`src/rtl/crc32_stream.sv`:
```
// Streaming Ethernet CRC-32 engine: folds up to KEEP_W kept bytes per beat and
// presents the FCS (generate) or residue verdict (check) one cycle after in_last.

module crc32_stream_byte (
  input  logic [31:0] i_crc,
  input  logic [7:0]  i_byte,
  input  logic        i_en,
  output logic [31:0] o_crc
);
  localparam logic [31:0] POLY = 32'hEDB88320;

  logic [31:0] w_c;

  always_comb begin
    w_c = i_crc ^ {24'h0, i_byte};
    for (int b = 0; b < 8; b++) begin
      w_c = w_c[0] ? ((w_c >> 1) ^ POLY) : (w_c >> 1);
    end
    o_crc = i_en ? w_c : i_crc;
  end
endmodule

module crc32_stream #(
  parameter int DATA_W = 64,
  parameter int KEEP_W = DATA_W / 8,
  parameter int CNT_W  = 16
) (
  input  logic              clk,
  input  logic              rst_n,
  input  logic              clr,
  input  logic              mode_chk,
  input  logic              in_valid,
  output logic              in_ready,
  input  logic [DATA_W-1:0] in_data,
  input  logic [KEEP_W-1:0] in_keep,
  input  logic              in_last,
  output logic              out_valid,
  input  logic              out_ready,
  output logic [31:0]       out_crc,
  output logic              out_ok,
  output logic              out_err,
  output logic [CNT_W-1:0]  out_bytes
);
  localparam logic [31:0]       CRC_INIT = 32'hFFFFFFFF;
  localparam logic [31:0]       RESIDUE  = 32'hDEBB20E3;
  localparam logic [CNT_W-1:0]  CNT_MAX  = {CNT_W{1'b1}};
  localparam logic [KEEP_W-1:0] KEEP_ALL = {KEEP_W{1'b1}};
  localparam int POP_W = $clog2(KEEP_W + 1);
  localparam int SUM_W = ((CNT_W > POP_W) ? CNT_W : POP_W) + 1;

  typedef enum logic [1:0] {IDLE, ACC, HOLD} state_t;

  state_t            r_state, w_state_nxt;
  logic [31:0]       r_crc;
  logic [CNT_W-1:0]  r_cnt;
  logic              r_err;
  logic              r_mode;
  logic [31:0]       r_out_crc;
  logic              r_out_ok;
  logic              r_out_err;
  logic [CNT_W-1:0]  r_out_bytes;

  logic [31:0]       w_chain [KEEP_W+1];
  logic              w_accept;
  logic              w_first;
  logic              w_mode;
  logic [POP_W-1:0]  w_pop;
  logic [SUM_W-1:0]  w_sum;
  logic [CNT_W-1:0]  w_cnt_nxt;
  logic              w_keep_contig;
  logic              w_keep_bad;
  logic              w_err_nxt;
  logic [31:0]       w_crc_nxt;

  // Byte lanes chained in wire order; disabled lanes pass the state through.
  assign w_chain[0] = r_crc;
  for (genvar g = 0; g < KEEP_W; g++) begin : g_lane
    crc32_stream_byte u_lane (
      .i_crc  (w_chain[g]),
      .i_byte (in_data[8*g +: 8]),
      .i_en   (in_keep[g]),
      .o_crc  (w_chain[g+1])
    );
  end
  assign w_crc_nxt = w_chain[KEEP_W];

  assign in_ready  = (r_state != HOLD) | out_ready;
  assign out_valid = (r_state == HOLD);
  assign w_accept  = in_valid & in_ready & ~clr;
  assign w_first   = (r_state != ACC);
  assign w_mode    = w_first ? mode_chk : r_mode;

  always_comb begin
    w_pop = '0;
    for (int k = 0; k < KEEP_W; k++) w_pop = w_pop + POP_W'(in_keep[k]);
  end

  assign w_sum     = SUM_W'(r_cnt) + SUM_W'(w_pop);
  assign w_cnt_nxt = (w_sum > SUM_W'(CNT_MAX)) ? CNT_MAX : w_sum[CNT_W-1:0];

  // Low-contiguous mask (incl. zero): adding one clears every set bit.
  assign w_keep_contig = ((in_keep & (in_keep + KEEP_W'(1))) == '0);
  assign w_keep_bad    = in_last ? ~w_keep_contig : (in_keep != KEEP_ALL);
  assign w_err_nxt     = r_err | w_keep_bad;

  always_comb begin
    w_state_nxt = r_state;
    case (r_state)
      IDLE: if (w_accept) w_state_nxt = in_last ? HOLD : ACC;
      ACC:  if (w_accept && in_last) w_state_nxt = HOLD;
      HOLD: if (out_ready) begin
        if (w_accept) w_state_nxt = in_last ? HOLD : ACC;
        else          w_state_nxt = IDLE;
      end
      default: w_state_nxt = IDLE;
    endcase
    if (clr) w_state_nxt = IDLE;
  end

  always_ff @(posedge clk or negedge rst_n) begin
    if (!rst_n) r_state <= IDLE;
    else        r_state <= w_state_nxt;
  end

  // Accumulators return to init on frame close so the next first beat needs no mux.
  always_ff @(posedge clk or negedge rst_n) begin
    if (!rst_n) begin
      r_crc  <= CRC_INIT;
      r_cnt  <= '0;
      r_err  <= 1'b0;
      r_mode <= 1'b0;
    end else if (clr) begin
      r_crc  <= CRC_INIT;
      r_cnt  <= '0;
      r_err  <= 1'b0;
    end else if (w_accept) begin
      r_mode <= w_mode;
      if (in_last) begin
        r_crc <= CRC_INIT;
        r_cnt <= '0;
        r_err <= 1'b0;
      end else begin
        r_crc <= w_crc_nxt;
        r_cnt <= w_cnt_nxt;
        r_err <= w_err_nxt;
      end
    end
  end

  always_ff @(posedge clk or negedge rst_n) begin
    if (!rst_n) begin
      r_out_crc   <= '0;
      r_out_ok    <= 1'b0;
      r_out_err   <= 1'b0;
      r_out_bytes <= '0;
    end else if (!clr && w_accept && in_last) begin
      r_out_crc   <= ~w_crc_nxt;
      r_out_ok    <= w_mode & (w_crc_nxt == RESIDUE);
      r_out_err   <= w_err_nxt;
      r_out_bytes <= w_cnt_nxt;
    end
  end

  assign out_crc   = r_out_crc;
  assign out_ok    = r_out_ok;
  assign out_err   = r_out_err;
  assign out_bytes = r_out_bytes;
endmodule

```
`config.mk`:
```
export PLATFORM = sky130hd
export DESIGN_NAME = crc32_stream
export DESIGN_NICKNAME = d
export VERILOG_FILES = /design/src/rtl/crc32_stream.sv
export SDC_FILE = /design/constraint.sdc
export NUM_CORES = 1
export LEC_CHECK = 0
export BUFFER_PORTS_ARGS = -buffer_cell sky130_fd_sc_hd__clkbuf_2
export CELL_PAD_IN_SITES_DETAIL_PLACEMENT = 1
export CELL_PAD_IN_SITES_GLOBAL_PLACEMENT = 2
export CORE_MARGIN = 5
export CORE_UTILIZATION = 43
export CTS_BUF_LIST = sky130_fd_sc_hd__clkbuf_2
export CTS_CLUSTER_SIZE = 12
export DETAILED_ROUTE_END_ITERATION = 8
export PLACE_DENSITY_LB_ADDON = 0.1
export SYNTH_ARGS = -nofsm -noshare
export SYNTH_HDL_FRONTEND = slang
export SYNTH_SLANG_ARGS = --single-unit
```
`constraint.sdc`:
```
create_clock -name clk -period 23.5 [get_ports clk]
set_input_delay 4.7 -clock clk [delete_from_list [all_inputs] [get_ports clk]]
set_output_delay 4.7 -clock clk [all_outputs]
set_load 0.1 [all_outputs]
```
======== Yosys cells after proc, flatten, opt, wreduce, memory -nomap -nowiden ========
Cells that the tools add are included.
storage, ports and cells
  flip-flop bits (word level) ............. 102
  word-level logic and storage cells ...... 209
  input bits .............................. 79
  output and inout bits ................... 52
cells by class
  $add $sub $neg .......................... 9
  bitwise gates (word level) .............. 81
  multiplexer cells ....................... 91
  equal/unequal tests ..................... 9
  reductions and logical operators ........ 9
  order comparisons ....................... 1
operator list
  cell                                                    number
  2-to-1 mux 32 bit                                       75
  NOT 13 -> 14 bit                                        64
  XOR 32 x 8 -> 32 bit                                    8
  2-to-1 mux 16 bit                                       4
  equality test 32 bit (second input constant)            1
  NOT 32 bit                                              1
  adder 16 x 4 -> 17 bit                                  1
  > comparator 17 x 16 -> 1 bit (second input constant)   1
  adder 4 x 1 -> 4 bit                                    4
  2-to-1 mux 2 bit                                        6
  adder 8 x 1 -> 8 bit (second input constant)            1
  AND 8 bit                                               1
  zero test 8 bit                                         1
  inequality test 8 bit (second input constant)           1
  inequality test 3 bit (second input constant)           2
  one-hot mux 2 bit (3 select lines)                      1
  2-to-1 mux 1 bit                                        5
  adder 3 x 1 -> 4 bit                                    1
  adder 2 x 1 -> 3 bit                                    1
  AND 1 bit                                               3
  logical AND 1 bit                                       3
  inequality test 3 x 2 -> 1 bit (second input constant)  1
  AND reduction 3 bit                                     1
  adder 1 x 1 -> 2 bit                                    1
  10 further kinds                                        12

======== Depth between registers and ports, before layout ========
Gate-level depths: netlist of run 1.
  depth after elaboration ................. 147
  depth in mapped cells ................... 37
  mapped depth without buffers ............ 29

======== Hierarchy ========
Synthesis of run 1 repeated with hierarchy kept, for this count alone.
second synthesis, totals
  cell total of the unflattened synthesis .. 1,283
  area total of the unflattened synthesis .. 15,438.6 µm²
by module, submodules not included
  module             cells each  area an instance (µm²)  sequential area each (µm²)  times used
  crc32_stream_byte  107         1,345.0                 0.0                         8
  crc32_stream       427         4,678.2                 2,592.5                     1

======== Least setup slack after synthesis of run 1 ========
Ideal clock, no wire load.
  kind .................................... in2reg
  from .................................... in in_data[2]
  to ...................................... reg r_out_ok (netlist: out_ok)
  data required time ...................... 23.424 ns
  library setup time ...................... 0.076 ns
  path slack .............................. 9.662 ns
  stages on the path ...................... 34
  arrival time ............................ 13.761 ns
  path buffers ............................ 5
  path through ............................ xor2_2 -> xnor3_1 -> mux2i_1 -> or2_0 -> buf_2 -> xnor2_2 -> xor3_1 -> a21oi_4 -> xnor3_1 -> o21ai_0 -> and3_1 -> buf_2 -> xnor3_1 -> mux2i_4 -> xor2_2 -> xnor2_1 -> nor4_1 -> or4_1 -> buf_4 -> nor2_4 -> buf_4 -> and4bb_2 -> nor4_4 -> or4_1 -> o2111ai_4 -> mux2_2 -> or3_1 -> buf_4 -> xnor3_1 -> or4_1 -> o211ai_1 -> nand3b_1 -> or4b_1 -> o21ai_1
on the way
  word-level cells in the longest chain between the ends .. 108
  elaborated cells between the ends (all ways) .. 143
  classes of those cells .................. 1 x eq/ne; 72 x mux; 70 x bitwise
ends and longest elaborated chain
  element                            RTL line  text
  from (decl)                        34        input logic [DATA_W-1:0] in_data,
  XOR 32 x 8 -> 32 bit *             15        w_c = i_crc ^ {24'h0, i_byte};
  2-to-1 mux 32 bit * (3 in series)  17        w_c = w_c[0] ? ((w_c >> 1) ^ POLY) : (w_c >> 1);
  NOT 13 -> 14 bit (no line)         -
  2-to-1 mux 32 bit *                17
  NOT 13 -> 14 bit (no line)         -
  2-to-1 mux 32 bit * (2 in series)  17
  NOT 13 -> 14 bit (no line)         -
  2-to-1 mux 32 bit *                17
  [... 84 more ...]                  -
  2-to-1 mux 32 bit                  17
  NOT 13 -> 14 bit (no line)         -
  2-to-1 mux 32 bit (3 in series)    17
  NOT 13 -> 14 bit (no line)         -
  2-to-1 mux 32 bit (4 in series)    17
  2-to-1 mux 32 bit *                19        o_crc = i_en ? w_c : i_crc;
  equality test 32 bit *             158       r_out_ok <= w_mode & (w_crc_nxt == RESIDUE);
  AND 1 bit *                        158
  to (signal assigned)               158
  to (decl)                          59        logic r_out_ok;
Every way passes the cells marked *; elsewhere a longest branch is shown, timed or not.
A chain may end at the register's enable or synchronous reset.

======== Final worst setup path of run 1 ========
  from .................................... in in_keep[0]
  to ...................................... reg r_out_ok (netlist: out_ok)
on the way
  word-level cells in the longest chain between the ends .. 98
  elaborated cells between the ends (all ways) .. 129
  classes of those cells .................. 1 x eq/ne; 64 x mux; 64 x bitwise
ends and longest elaborated chain
  element                                                                 RTL line  text
  from (decl)                                                             35        input logic [KEEP_W-1:0] in_keep,
  2-to-1 mux 32 bit *                                                     19
  XOR 32 x 8 -> 32 bit                                                    15
  NOT 13 -> 14 bit (no line) / 2-to-1 mux 32 bit (equally long branches)  -
  2-to-1 mux 32 bit / NOT 13 -> 14 bit (equally long branches)            -
  NOT 13 -> 14 bit (no line) / 2-to-1 mux 32 bit (equally long branches)  -
  2-to-1 mux 32 bit / NOT 13 -> 14 bit (equally long branches)            -
  2-to-1 mux 32 bit                                                       17
  NOT 13 -> 14 bit (no line) / 2-to-1 mux 32 bit (equally long branches)  -
  [... 82 more ...]                                                       -
  NOT 13 -> 14 bit (no line) / 2-to-1 mux 32 bit (equally long branches)  -
  2-to-1 mux 32 bit / NOT 13 -> 14 bit (equally long branches)            -
  NOT 13 -> 14 bit (no line) / 2-to-1 mux 32 bit (equally long branches)  -
  2-to-1 mux 32 bit / NOT 13 -> 14 bit (equally long branches)            -
  2-to-1 mux 32 bit                                                       17
  2-to-1 mux 32 bit *                                                     19
  equality test 32 bit *                                                  158
  AND 1 bit *                                                             158
Marked as above.

==> impl_results.md, run 1 <==
- FP Rows: 74
- WHS: 0.515 ns
- Max-slew headroom: 0.245
- Yosys top cell area share: 0.132
- Final setup violation count: 0
- Clock Latency Late Sink: 0.63 ns
- Routed len/inst: 24.7 um
- CTS tree: done
- Hold Vio Cnt, Final: 0
- Largest stage delay, worst path: 0.73 ns
- Antenna violations before repair: 0
- Post-synth ARST share: 1.00
- Hold buffer count at CTS: 0
- CP dominant cell by count: xnor2_1
- Largest net degree at the start of global routing: 76
- ANT cells: 0
- Fmax: 63.3 MHz
- Hold WC Path Type: reg2reg
- H-tree depth: 3
- Flop2flop setup slack: 11.46 ns
- CP max stage cell: xnor2_1
- Post-synthesis cell type count: 115
- Top cells by area, synth: xnor3_1 (13%), xnor2_1 (13%), dfrtp_1 (10%)
- Final slew viol count: 0
- Core area: 0.0406 mm2
- Synthesized instance count: 1956
- Worst Setup SP: in_keep[0]
- Most common cell in the netlist: xnor2_1
- Launching point of the worst reg2reg path: r_crc[2]
- DP HPWL: 51000 um
- First-pass GRT wire length: 94200 um
- Pre-antenna DRT Iters: 5
- Setup Skew: 0.0286 ns
- Clock transition at the registers of the reported paths: 0.25 ns
- Via Count: 15000
- Post_cts resized: 0
- Setup TNS: 0 ns
- Final Util: 0.459
- Startpoint types: input pin
- Die footprint: 0.0450 mm2
- CP Max Fanout: 51
- Post-route ant nets: 0
- Crit path capture type: flip-flop
- Setup Slack @ Placement: 7.05 ns
- Number of nets in the layout: 2098
- R2R cell count: 29
- Initial core utilization: 0.432
- Residual DRC count: 0
- Clock tree sinks: 102
- Post-synth EDFFs: 0
- Aggregate global-route resource usage: 0.271
- Max Root-Sink Buffers: 2
- Status: completed
- Total wire length: 62800 um
- Number of CTS-inserted buffers: 9
- Synthesized Nets: 2048
- Fin crit period: 15.80 ns
- P&R area growth vs syn: 6.24%
- Via density per instance: 5.90
- Yosys top cell by area: xnor3_1
- Post-synthesis cell area: 0.0176 mm2
- Final period utilization: 0.672
- YS warnings: 0
- Synth Area per Inst: 8.99 um2
- RePlAce Congestion: 0.881
- Seq/Total Area, Yosys: 0.147
- Worst setup margin: 7.70 ns
- Max-cap violations: 0
- Top post-synthesis cells by count: xnor2_1 (261), nand2_1 (165), nor2_1 (165)
- RSZ-0062 raised after global routing: no
- Synthesized flop and latch total: 102
- Number of global-route vias before repair: 15400
- Die height: 212 um
- Setup bufs post-CTS: 0
- PortBufs: 130
- GR Overflow Total: 0
- Slew @ Worst Pin: 1.13 ns
- DR iter-0 viols: 997
- Layout cell share with drive strength beyond 1: 0.165
- Required arrival time at the worst endpoint: 24.08 ns
- HP Start: out_crc[17]
- Die Width: 212 um
- Main synth FF type: dfrtp_1
- I/O pin count: 131
- CP Class: in2reg
- CP arrival: 16.37 ns
- Hold path cells: 2
- Clk root buf: clkbuf_2
-- cell type report --
cell class	instances	area [um2]
Sequential cell	102	2590
Multi-Input combinational cell	1692	14300
Clock inverter	5	50.0
Inverter	47	176
Tap cell	532	666
Timing Repair Buffer	154	833
Fill cell	4777	22000
Clock buffer	11	55.1
-- worst max-delay path: cells and delay by family --
family	cells	cell delay [ns]
muxes	2	0.88
xor gates and xnor gates	10	4.38
AOI/OAI and AO/OA	9	2.53
buffers and inverters	3	1.17
and+or+nand+nor	7	2.67
-- kinds of logic (layout without fill, tap and decap cells) --
group	Yosys count	count (layout)	share of synthesized area
and+or+nand+nor	587	587	0.171
xor gates and xnor gates	517	517	0.374
AOI/OAI and AO/OA	452	452	0.184
buffers and inverters	162	217	0.0391
muxes	123	123	0.0735
DFF	102	102	0.147
adders and majority gates	13	13	0.0114
-- placed cells by master (no fill, tap or decap), types with 11 or more instances in the layout --
| cell type | netlist | routed |
|---|---|---|
| xor2_1 | 95 | 95 |
| mux2i_1 | 99 | 99 |
| a31oi_1 | 21 | 21 |
| nand3_1 | 27 | 27 |
| o21ai_0 | 88 | 88 |
| or4_1 | 12 | 12 |
| nor2_1 | 165 | 165 |
| mux2_2 | 19 | 19 |
| and2_1 | 29 | 29 |
| a211oi_1 | 33 | 33 |
| o211a_1 | 14 | 14 |
| xnor2_1 | 261 | 261 |
| clkbuf_2 | 1 | 140 |
| nor4_1 | 13 | 13 |
| o22a_1 | 16 | 16 |
| o211ai_1 | 19 | 19 |
| inv_1 | 44 | 44 |
| a22o_1 | 12 | 12 |
| nand4_1 | 14 | 14 |
| buf_4 | 8 | 25 |
| nand2b_1 | 22 | 22 |
| or2_2 | 13 | 13 |
| dfstp_2 | 32 | 32 |
| xor3_1 | 11 | 11 |
| dfrtp_1 | 70 | 70 |
| a21oi_1 | 111 | 111 |
| and3_1 | 19 | 19 |
| xor2_2 | 11 | 11 |
| a21o_1 | 14 | 14 |
| nand2_1 | 165 | 165 |
| xnor3_1 | 103 | 103 |
| a211o_1 | 14 | 14 |
| xnor2_2 | 26 | 26 |
| nor3_1 | 26 | 25 |
| or3_1 | 17 | 17 |
-- per-layer routing --
layer | track usage | routed length (um) | vias to the layer above
li1 | - | - | 7070
met1 | 0.384 | 29100 | 7551
met2 | 0.458 | 30200 | 332
met3 | 0.0224 | 2310 | 59
met4 | 0.0515 | 1130 | 0
met5 | 0 | 0 | -
-- registers in the layout, summed over array words and instances, names as in the netlist --
signal and flops:
out_bytes 16, out_crc 32, out_err 1, out_ok 1, r_cnt 16, r_crc 32, r_err 1, r_mode 1
r_state 2
-- metrics by stage --
step                      instance area (um2)  instances
after floorplan                         17600       1956
after CTS                               18700       2543
after global routing                    18700       2543
after global placement                  18600       2527
final                                   18700       2543
after detailed placement                18600       2527
-- path summary, 6_finish.rpt --
check                                     to
worst min register to register   out_crc[17]
worst max-delay path                  out_ok
max in group asynchronous          r_cnt[11]
worst min-delay path             out_crc[17]
worst max register to register        out_ok
min in group asynchronous       out_bytes[0]
Power of run 1 is not shown: default switching activity piles up to over one toggle a cycle in this logic, so the estimate is an artifact.
==> run 2, diff against run 1 <==
ABC_AREA = 1   (was not set)
CORE_UTILIZATION = 32   (was 43)
clock period = 14.9 ns   (was 23.5 ns; I/O delays follow)
==> run 2 against run 1 <==
Worst setup slack worse by 3.7 ns; clock skew about the same; register-to-register slack lost 5.4 ns; flip-flop and latch count unchanged; non-clock buffer count is 5 lower; core utilization fell by 11 points; final cell count up 90%; first-iteration DRC count up 91%; die area is 54% higher; final area up 18%; critical path depth increased by 19; synthesized cell count grew 100%.
==> impl_results.md, run 2 <==
- Hold buffer count at CTS: 0
- Aggregate global-route resource usage: 0.284
- Psw: 3.82 mW
- Synthesized instance count: 3931
- Final Util: 0.348
- Post-route ant nets: 0
- Total wire length: 103000 um
- Internal power: 1.68 mW
- Fin crit period: 10.94 ns
- Hold WC Path Type: reg2reg
- Layout cell share with drive strength beyond 1: 0.133
- CP dominant cell by count: nand2_1
- Crit path capture type: flip-flop
- Startpoint types: input pin
- Max-slew headroom: 0.349
- FP Rows: 92
- I/O pin count: 131
- Sw frac: 0.694
- Routed len/inst: 21.4 um
- Largest stage delay, worst path: 0.59 ns
- H-tree depth: 3
- LEAKAGE: 12.6 nW
- Top post-synthesis cells by count: nand2_1 (1935), nand3_1 (821), inv_1 (262)
- Post-synthesis cell type count: 50
- Max Root-Sink Buffers: 2
- Via density per instance: 5.40
- First-pass GRT wire length: 156000 um
- RePlAce Congestion: 0.936
- WHS: 0.521 ns
- Yosys top cell by area: nand2_1
- Via Count: 26100
- Clock tree sinks: 102
- CP arrival: 11.45 ns
- Most common cell after layout, fill and taps aside: nand2_1
- Fmax: 91.4 MHz
- Power Dens Cells: 250 mW/mm2
- CTS tree: done
- Power share of the combinational group: 0.888
- Most common cell in the netlist: nand2_1
- Yosys top cell area share: 0.355
- Die footprint: 0.0692 mm2
- CP max stage cell: inv_2
- Clk root buf: clkbuf_2
- Post-synth EDFFs: 0
- Post-synthesis cell area: 0.0205 mm2
- Slew @ Worst Pin: 0.963 ns
- GR Overflow Total: 0
- RSZ-0062 raised after global routing: no
- Synth Area per Inst: 5.21 um2
- Finished Layout Cells: 4839
- Final period utilization: 0.734
- Largest net degree at the start of global routing: 80
- Number of global-route vias before repair: 25300
- Synthesized Nets: 4023
- DP HPWL: 86100 um
- Die Width: 263 um
- Initial core utilization: 0.324
- Setup Skew: 0.0287 ns
- Top cells by area, synth: nand2_1 (35%), nand3_1 (20%), dfrtp_1 (8.6%)
- Clock Latency Late Sink: 0.58 ns
- Hold Vio Cnt, Final: 0
- Max-cap violations: 0
- DR iter-0 viols: 1901
- Core area: 0.0632 mm2
- Setup TNS: 0 ns
- Most frequent cells in the layout: nand2_1 (1935), nand3_1 (821), inv_1 (261), nand2_2 (161), clkbuf_2 (139)
- Main synth FF type: dfrtp_1
- PortBufs: 130
- Final setup violation count: 0
- Post_cts resized: 0
- Number of nets in the layout: 4077
- YS warnings: 0
- Residual DRC count: 0
- Setup bufs post-CTS: 0
- Pre-antenna DRT Iters: 5
- VDD IR max: 0.000234 V
- Flop pwr share: 0.078
- CP Max Fanout: 48
- Clk pwr share: 0.034
- P&R area growth vs syn: 7.40%
- Seq/Total Area, Yosys: 0.127
- Required arrival time at the worst endpoint: 15.41 ns
- Post-Place Cells: 4820
- CP Class: in2reg
- Synthesized flop and latch total: 102
- Clock transition at the registers of the reported paths: 0.28 ns
- Number of CTS-inserted buffers: 9
- Status: completed
- Post-synth ARST share: 1.00
- Final slew viol count: 0
- Die height: 263 um
- Antenna violations before repair: 3
-- run 2: cell count changes in the layout (fill, tap and decap cells not counted), sizes merged, moves of 98 or more --
cell	change
nand2	+1972
xnor2	-272
xnor3	-105
nand3	+872
mux2i	-104
inv	+243
nor2	-98
-- run 2: cells by family (layout without fill, tap and decap cells) --
group,after synthesis,after routing,synth area share
adders and majority gates,13,13,0.00977
other,0,3,0
AOI/OAI and AO/OA,171,171,0.0470
buffers and inverters,397,456,0.0795
and+or+nand+nor,3168,3168,0.703
DFF,102,102,0.127
xor gates and xnor gates,80,80,0.0346
-- run 2: cell type report --
cell class                 instances  area (um2)
multi-input combinational       3432       16300
tap                              846        1060
timing repair buffer             149         796
antenna                            3        7.51
inverter                         291        1090
sequential                       102        2590
clock inverter                     6         135
clock buffer                      10        50.0
fill                            8972       41200
-- run 2: final timing paths --
kind                              start            to  slack (ns)  cells after the start
setup / recovery             in_keep[0]        out_ok        3.96                     50
hold / removal             out_bytes[4]  out_bytes[4]        0.52                      2
setup reg to reg               r_crc[6]        out_ok        6.11                     53
hold reg to reg            out_bytes[4]  out_bytes[4]        0.52                      2
max in group asynchronous         rst_n      r_cnt[2]       11.35                      2
min in group asynchronous         rst_n        out_ok        2.31                      1
-- run 2: routing by layer --
layer	global-route usage	share of wire	vias to the layer above
met2	0.467	0.45	632
met1	0.413	0.48	12700
met3	0.0216	0.045	82
li1	-	-	12800
met5	0	0.00014	-
met4	0.0482	0.019	2
-- run 2: critical path, delay by kind of cell --
| family | cells | cell delay (ns) |
|---|---|---|
| compound gates | 2 | 0.87 |
| xor+xnor | 1 | 0.29 |
| buf+inv | 6 | 1.47 |
| simple gates | 41 | 5.75 |
-- run 2: stage by stage --
step           total power, mW  instance area [um2]  setup slack [ns]
2_1_floorplan             3.81                20500              6.80
3_3_place_gp              5.23                21800              3.38
3_5_place_dp              5.26                21800              3.35
4_1_cts                   5.46                22000              4.01
5_1_grt                   5.98                22000              3.23
6_report                  5.51                22000              3.96
-- run 2: power groups by stage --
| stage | logic [mW] | registers, mW | clock network, mW |
|---|---|---|---|
| floorplan | 3.05 | 0.755 | 0 |
| global placement | 4.80 | 0.433 | 0 |
| detailed placement | 4.83 | 0.432 | 0 |
| CTS | 4.85 | 0.428 | 0.188 |
| global route | 5.34 | 0.437 | 0.198 |
| finish | 4.89 | 0.430 | 0.185 |
Power figures use the tool's default switching activity.
==> run 3, diff against run 2 <==
CORE_UTILIZATION = 29   (was 32)
clock period = 9.4 ns   (was 14.9 ns; I/O delays follow)
==> run 3 against run 2 <==
Routed wire length rose by 3.8%; global-route usage fell by 0.90 points; highest routed layer unchanged; critical endpoint unchanged; clock skew up 0.011 ns; combinational power rose by 79%; final cell count increased by 7.6%; register-to-register slack worse by 4.6 ns; total power increased by 75%; sequential power increased by 57%.
==> impl_results.md, run 3 (same netlist as run 2, synthesis figures left out) <==
- Status: completed
- Final period utilization: 0.921
- Fin crit period: 8.66 ns
- Flop2flop setup slack: 1.51 ns
- Die height: 276 um
- Power Dens Cells: 398 mW/mm2
- Max Root-Sink Buffers: 2
- Largest net degree at the start of global routing: 73
- CP Max Fanout: 11
- Fillers: 9892
- LEAKAGE: 14.0 nW
- Final setup violation count: 0
- R2R cell count: 62
- CTS tree: done
- Setup Slack @ Placement: -0.0472 ns
- Largest stage delay, worst path: 0.40 ns
- Stages on worst setup path: 59
- Max-slew headroom: 0.371
- Crit path capture type: flip-flop
- Most frequent cells in the layout: nand2_1 (1933), nand3_1 (821), buf_4 (292), inv_1 (261), nand2_2 (163)
- Number of global-route vias before repair: 26200
- Setup TNS: 0 ns
- Antenna violations before repair: 3
- HP Start: out_bytes[15]
- Fmax: 115 MHz
- Required arrival time at the worst endpoint: 9.96 ns
- Pre-antenna DRT Iters: 5
- Max-cap violations: 0
- Finished Layout Cells: 5209
- H-tree depth: 3
- Slew @ Worst Pin: 0.944 ns
- P&R area growth vs syn: 18.2%
- Most common cell after layout, fill and taps aside: nand2_1
- Final slew viol count: 0
- Layout cell share with drive strength beyond 1: 0.190
- Initial core utilization: 0.293
- Hold WC Path Type: reg2reg
- Clock tree sinks: 102
- Clock transition at the registers of the reported paths: 0.28 ns
- Cell family with most CP delay: simple AND/OR/NAND/NOR gates
- Residual DRC count: 0
- Via Count: 26700
- GR Overflow Total: 0
- Die footprint: 0.0761 mm2
- I/O pin count: 131
- Aggregate global-route resource usage: 0.275
- Core area: 0.0700 mm2
- WHS: 0.512 ns
- FP Rows: 97
- CP arrival: 9.22 ns
- Clock Latency Late Sink: 0.60 ns
- DP HPWL: 91700 um
- Number of nets in the layout: 4354
- Launching point of the worst reg2reg path: r_crc[6]
- Die Width: 276 um
- Overall power after layout: 9.65 mW
- Via density per instance: 5.13
- Total wire length: 107000 um
- Hold Vio Cnt, Final: 0
- Routed len/inst: 20.6 um
- DR iter-0 viols: 1660
- Clk root buf: clkbuf_2
- PortBufs: 130
- CP dominant cell by count: nand2_1
- Startpoint types: input pin
- Setup Skew: 0.0399 ns
- Setup bufs post-CTS: 0
- Post-route ant nets: 0
- RePlAce Congestion: 0.934
- Number of CTS-inserted buffers: 9
- CP max stage cell: a21oi_1
- R2r endpoint: out_ok
- Buf+Inv Stages, Crit Path: 6
- First-pass GRT wire length: 161000 um
- CP Class: in2reg
- Post-Place Cells: 5191
- Hold path cells: 2
- Hold Path End: out_bytes[15]
- VDD IR max: 0.000361 V
- RSZ-0062 raised after global routing: no
- Worst setup margin: 0.738 ns
[run 3: layer usage]
metal	global-route usage	up-vias	wire length, um
met5	0	-	13
met4	0.0678	2	3020
met3	0.0235	104	3780
met2	0.451	522	48300
met1	0.390	12800	52300
li1	-	13300	-
[run 3: report_power, final]
part	switching (mW)	internal, mW	leakage (nW)	total (mW)
Sequential	0.108	0.570	1.25	0.677
Clock	0.153	0.0901	0.0784	0.243
Combinational	5.98	2.75	12.6	8.73
[run 3: final cells by class]
| class | instances | area, um2 | share of cell area |
|---|---|---|---|
| Inverter | 291 | 1090 | 0.0452 |
| Antenna cell | 2 | 5.00 | 0.000207 |
| Clock inverter | 5 | 83.8 | 0.00346 |
| Clock buffer | 11 | 55.1 | 0.00227 |
| Tap cell | 940 | 1180 | 0.0486 |
| Timing Repair Buffer | 426 | 2940 | 0.121 |
| Sequential cell | 102 | 2590 | 0.107 |
| Multi-Input combinational cell | 3432 | 16300 | 0.672 |
[run 3: timing repair]
action,CTS,global route
hold buffers,0,0
resized for setup,0,2
endpoints found under the setup margin,0,6
[run 3: worst reg2reg max path, delay by kind of cell (launching register included)]
family	cells	cell delay, ns
simple gates	57	6.38
buf+inv	4	0.62
flops	1	0.67
compound gates	1	0.22
[run 3: how the worst max path moves through the flow]
stage	slack, ns	start	end
4_1_cts	0.60	in_data[5]	out_ok
3_5_place_dp	-0.05	in_data[5]	out_ok
6_report	0.74	in_data[2]	out_ok
5_1_grt	0.1	in_data[5]	out_ok
3_3_place_gp	-0.007	in_data[5]	out_ok
2_1_floorplan	2.40	in_keep[0]	out_ok
[run 3: per-stage QoR]
stage	utilization	area, um2
after floorplan	-	20500
after global placement	0.344	24100
after detailed placement	0.344	24100
after CTS	0.346	24200
after global routing	0.346	24200
final	0.346	24200
